===== src/rtl/xs_video_timing_gen.sv =====
// Raster timing generator: counters, blanking, sync, flip-adjusted positions and
// sticky frame/line interrupt requests, all advancing on the pixel clock enable.
module xs_video_timing_gen #(
  parameter int H_TOTAL  = 384,
  parameter int H_ACTIVE = 256,
  parameter int HS_START = 288,
  parameter int HS_END   = 320,
  parameter int V_TOTAL  = 264,
  parameter int V_ACTIVE = 240,
  parameter int VS_START = 248,
  parameter int VS_END   = 251,
  parameter int DLY      = 2,
  parameter int HW       = 9,
  parameter int VW       = 9
) (
  input  logic          clk,
  input  logic          RSTn,
  input  logic          cen,
  input  logic          flip,
  input  logic [VW-1:0] irq_line,
  input  logic          vbl_ack,
  input  logic          line_ack,
  output logic [HW-1:0] hcnt,
  output logic [VW-1:0] vcnt,
  output logic [HW-1:0] hpos,
  output logic [VW-1:0] vpos,
  output logic [HW-1:0] hpos_d,
  output logic          hblank,
  output logic          vblank,
  output logic          blank_n,
  output logic          hsync_n,
  output logic          vsync_n,
  output logic          csync_n,
  output logic          vbl_irq,
  output logic          line_irq,
  output logic          frame_tick,
  output logic          flip_q
);

  localparam logic [HW-1:0] H_LAST = HW'(H_TOTAL - 1);
  localparam logic [HW-1:0] H_ACT  = HW'(H_ACTIVE);
  localparam logic [HW-1:0] HS_S   = HW'(HS_START);
  localparam logic [HW-1:0] HS_E   = HW'(HS_END);
  localparam logic [VW-1:0] V_LAST = VW'(V_TOTAL - 1);
  localparam logic [VW-1:0] V_ACT  = VW'(V_ACTIVE);
  localparam logic [VW-1:0] VS_S   = VW'(VS_START);
  localparam logic [VW-1:0] VS_E   = VW'(VS_END);

  logic          h_wrap;
  logic          frame_wrap;
  logic [HW-1:0] h_nx;
  logic [VW-1:0] v_nx;
  logic          flip_nx;
  logic          hblank_nx;
  logic          vblank_nx;
  logic          hs_nx;
  logic          vs_nx;
  logic [HW-1:0] hpos_nx;
  logic [VW-1:0] vpos_nx;
  logic          vbl_set;
  logic          line_set;

  // Every registered output is derived from the next counter values so that
  // outputs and counters update on the same edge.
  always_comb begin
    h_wrap     = (hcnt == H_LAST);
    h_nx       = h_wrap ? '0 : hcnt + 1'b1;
    v_nx       = vcnt;
    if (h_wrap) v_nx = (vcnt == V_LAST) ? '0 : vcnt + 1'b1;
    frame_wrap = cen && h_wrap && (vcnt == V_LAST);
    flip_nx    = frame_wrap ? flip : flip_q;
    hblank_nx  = (h_nx >= H_ACT);
    vblank_nx  = (v_nx >= V_ACT);
    hs_nx      = (h_nx >= HS_S) && (h_nx < HS_E);
    vs_nx      = (v_nx >= VS_S) && (v_nx < VS_E);
    hpos_nx    = (flip_nx && !hblank_nx) ? (H_ACT - HW'(1) - h_nx) : h_nx;
    vpos_nx    = (flip_nx && !vblank_nx) ? (V_ACT - VW'(1) - v_nx) : v_nx;
    vbl_set    = cen && h_wrap && (v_nx == V_ACT);
    // h_nx == H_ACT never coincides with a line wrap, so vcnt is the current line.
    line_set   = cen && (h_nx == H_ACT) && (vcnt == irq_line);
  end

  always_ff @(posedge clk or negedge RSTn) begin
    if (!RSTn) begin
      hcnt    <= '0;
      vcnt    <= '0;
      hpos    <= '0;
      vpos    <= '0;
      flip_q  <= 1'b0;
      hblank  <= 1'b0;
      vblank  <= 1'b0;
      blank_n <= 1'b1;
      hsync_n <= 1'b1;
      vsync_n <= 1'b1;
      csync_n <= 1'b1;
    end else if (cen) begin
      hcnt    <= h_nx;
      vcnt    <= v_nx;
      hpos    <= hpos_nx;
      vpos    <= vpos_nx;
      flip_q  <= flip_nx;
      hblank  <= hblank_nx;
      vblank  <= vblank_nx;
      blank_n <= ~(hblank_nx | vblank_nx);
      hsync_n <= ~hs_nx;
      vsync_n <= ~vs_nx;
      csync_n <= ~(hs_nx ^ vs_nx);
    end
  end

  // Interrupt flags and frame_tick run on every clk; a set beats a same-edge ack.
  always_ff @(posedge clk or negedge RSTn) begin
    if (!RSTn) begin
      vbl_irq    <= 1'b0;
      line_irq   <= 1'b0;
      frame_tick <= 1'b0;
    end else begin
      frame_tick <= frame_wrap;
      if (vbl_set)       vbl_irq <= 1'b1;
      else if (vbl_ack)  vbl_irq <= 1'b0;
      if (line_set)      line_irq <= 1'b1;
      else if (line_ack) line_irq <= 1'b0;
    end
  end

  generate
    if (DLY == 0) begin : g_no_dly
      assign hpos_d = hpos;
    end else begin : g_dly
      logic [HW-1:0] dly_q [DLY];
      always_ff @(posedge clk or negedge RSTn) begin
        if (!RSTn) begin
          for (int i = 0; i < DLY; i++) dly_q[i] <= '0;
        end else if (cen) begin
          dly_q[0] <= hpos;
          for (int i = 1; i < DLY; i++) dly_q[i] <= dly_q[i-1];
        end
      end
      assign hpos_d = dly_q[DLY-1];
    end
  endgenerate

endmodule

===== config.mk =====
export PLATFORM = sky130hd
export DESIGN_NAME = xs_video_timing_gen
export DESIGN_NICKNAME = d
export VERILOG_FILES = /design/src/rtl/xs_video_timing_gen.sv
export SDC_FILE = /design/constraint.sdc
export NUM_CORES = 1
export LEC_CHECK = 0
export CAP_MARGIN = 20
export CORE_MARGIN = 2
export CORE_UTILIZATION = 35
export DETAILED_ROUTE_END_ITERATION = 6
export SYNTH_ARGS = -nofsm -noshare
export SYNTH_HDL_FRONTEND = slang
export SYNTH_SLANG_ARGS = --single-unit

===== constraint.sdc =====
create_clock -name clk -period 4.65 [get_ports clk]
set_input_delay 0.465 -clock clk [delete_from_list [all_inputs] [get_ports clk]]
set_output_delay 0.465 -clock clk [all_outputs]
set_load 0.1 [all_outputs]

==> metrics.yaml <==
yosys:
  synth_seq_cells: 62
  avgSynthCellArea_sq_um: 10.4
  yosys-top-cells-area: "dfrtp_1 41%, mux2_2 11%, xnor2_1 6.9%, buf_4 3.6%, dfstp_2 3.0%"
  syn_area_sq_um: 3530
  ys.flop_type: "dfrtp_1"
  syn-num-nets: 357
  ys_seq_area_share_pct: 44.1
  ys_warn_count: 0
  yosysMostFrequentCell: "dfrtp_1"
  synth_commonest_cells: "58 x dfrtp_1, 33 x mux2_2, 28 x xnor2_1"
  synth-edff-count: 0
  synthArstFlopShare_pct: 100
  ys_types: 55
  yosysTopAreaCellShare_pct: 41.1
  syn_inst: 338
  yosysTopAreaCell: "dfrtp_1"
pwr:
  combPwrFrac_pct: 48.5
  p_int_mw: 1.31
  peakVddDrop_mv: 0.333
  power.switching_mw: 1.23
  p_sw_share_pct: 48.4
  cellPowerDensity_nw_per_um2: 580
  power.total_mw: 2.54
  power.leakage_nw: 1.73
  seq_power_share_pct: 30.9
  p_clk_share_pct: 20.6
cells_and_area:
  antenna_cells: 0
  drive_above_1_share_pct: 16.6
  instances_no_fill: 525
  nFillCells: 954
  multi_input_area_sq_um: 1720
  regArea_sq_um: 1560
  syn_to_final_growth_pct: 24.1
  nets: 406
floorplanning:
  die_w_um: 104
  core-area_sq_um: 9770
  die-area_sq_um: 10900
  die_h_um: 104
  start_util_pct: 36.1
  core.rowCount: 36
  io_pins: 70
timing:
  post-route-min-period_ns: 3.16
  fin_worst_skew_ns: 0.00794
  slew_violations: 0
  timing.final.crit_share_pct: 67.9
  rsz0062_at_grt: "no"
  fmax_mhz: 317
  relSlewSlack_pct: 32.8
  timing.final.hold_violations: 0
  setup_viol: 0
  tightest_slew_ns: 1.01
  setup_tns_ns: 0
critical_path:
  path_cells: "ha_1, and3_1, nand3_4, nor4_1, o22ai_1, nand4bb_1, xnor2_1, mux2_2"
  worstSetupEndpointType: "register"
  path_buf_inv: 0
  path_delay_family: "simple AND/OR/NAND/NOR gates"
  worst_setup_path_start_kind: "register"
  worst-setup-path-type: "reg -> reg"
  crit_fanout: 14
  cp.arrival_ns: 3.43
  crit_slowest_cell: "nor4_1"
  critPathMaxStageDelay_ns: 0.60
  required_ns: 4.92
global_route:
  grt_max_degree: 63
  grt_use_met3_pct: 3.26
  grt_pass1_wl_mm: 13.9
  grt_overflow: 0
  track_usage_pct: 16.2
  use_met1_pct: 20.8
  antenna_found_initial: 0
  grt_pass1_vias: 2698
  busiest_layer: "met2"
  met2_usage_pct: 26.7
clocking:
  clk_pin_slew_ns: 0.07
  cts-root-buf: "clkbuf_8"
  htreeDepth: 3
  cts_resized: 0
  clock_path_buffers: 2
  cts_setup_buffers: 0
  cts.hold.buffers_added: 0
  cts_buffers: 9
  cts_tree: "yes"
  clock_sinks: 62
  clkLatencyLatePin_ns: 0.34
flow_run:
  maxCapViolations: 0
drt:
  wl_per_cell_um: 16.0
  ant_nets: 0
  via_count: 2656
  drtPass1Iterations: 4
  first_iter_violations: 205
  drcViolationCount: 0
  wl_mm: 8.42
  vias_per_cell: 5.06
hold_path:
  hp-class: "in -> async"
placed_design:
  io_buffer_count: 69
  place_inst: 509
  hpwl_mm: 6.01
  gp_congestion: 0.873
run_status:
  outcome: "completed"
-- power by group through the flow --
stage	logic, mW	clock network (mW)	registers [mW]
after floorplan	0.584	0	1.21
after global placement	1.23	0	0.787
after detailed placement	1.24	0	0.795
after CTS	1.24	0.537	0.786
after global routing	1.28	0.564	0.807
final	1.23	0.525	0.785
-- metal layers --
metal | up-vias | wire (um)
met2 | 70 | 4070
met5 | - | 0
li1 | 1272 | -
met3 | 9 | 377
met4 | 0 | 106
met1 | 1305 | 3870
-- through the flow --
step           setup slack [ns]  util [%]  hold slack, ns  cell area, sq um
2_1_floorplan              1.31         -           0.169              3530
3_3_place_gp               1.60      42.6           0.468              4170
3_5_place_dp               1.53      42.6           0.475              4170
4_1_cts                    1.52      44.8           0.331              4380
5_1_grt                    1.27      44.8           0.357              4380
6_report                   1.49      44.8           0.288              4380
-- cell type report --
class	count	area share (%)
sequential	62	35.5
clock buffer	13	3.40
inverter	5	0.428
multi-input combinational	237	39.3
clock inverter	3	1.54
timing repair buffer	72	16.0
tap	133	3.80
-- final timing paths --
path                                      from                    end  slack (ns)  depth (start not counted)
max                        hcnt[0]$_DFFE_PN0P_    csync_n$_DFFE_PN1P_        1.49                          8
min                                       RSTn  hpos_d[1]$_DFFE_PN0P_        0.29                          2
max reg2reg                hcnt[0]$_DFFE_PN0P_    csync_n$_DFFE_PN1P_        1.49                          8
min reg2reg                blank_n$_DFFE_PN1P_    blank_n$_DFFE_PN1P_        0.48                          1
max in group asynchronous                 RSTn    vpos[3]$_DFFE_PN0P_        3.85                          2
min in group clk           blank_n$_DFFE_PN1P_    blank_n$_DFFE_PN1P_        0.48                          1
-- layout by cell type, fill, tap and decap left out, types with 3 or more instances in the layout --
| cell type | n |
|---|---|
| ha_1 | 4 |
| a31oi_1 | 3 |
| dfstp_2 | 4 |
| xnor2_1 | 28 |
| buf_4 | 3 |
| nand4_1 | 6 |
| nand2_1 | 22 |
| and3_1 | 6 |
| clkbuf_8 | 10 |
| dfrtp_1 | 58 |
| mux2_2 | 33 |
| nor3_1 | 9 |
| nand3_1 | 15 |
| nor2_1 | 27 |
| inv_1 | 4 |
| clkdlybuf4s50_1 | 67 |
| mux2i_1 | 3 |
| xor2_1 | 11 |
| o21ai_0 | 15 |
| clkbuf_1 | 3 |
| o21a_1 | 3 |
| a21oi_1 | 12 |
-- state kept, by name, summed over array words and instances, names as in the netlist, 8 cells and up --
name	flops
g_dly.dly_q	9
hcnt	9
hpos_d	9
vcnt	9
hpos	8
vpos	8
-- cell families after synthesis --
| family | share of synthesized area [%] |
|---|---|
| AO/OA/AOI/OAI | 9.85 |
| XOR/XNOR | 9.68 |
| adder cells (fa/ha/maj) | 1.42 |
| buffers and inverters | 7.16 |
| flip-flops | 44.1 |
| multiplexers | 11.4 |
| AND/OR/NAND/NOR | 16.4 |
(Power assumes the default switching activity.)
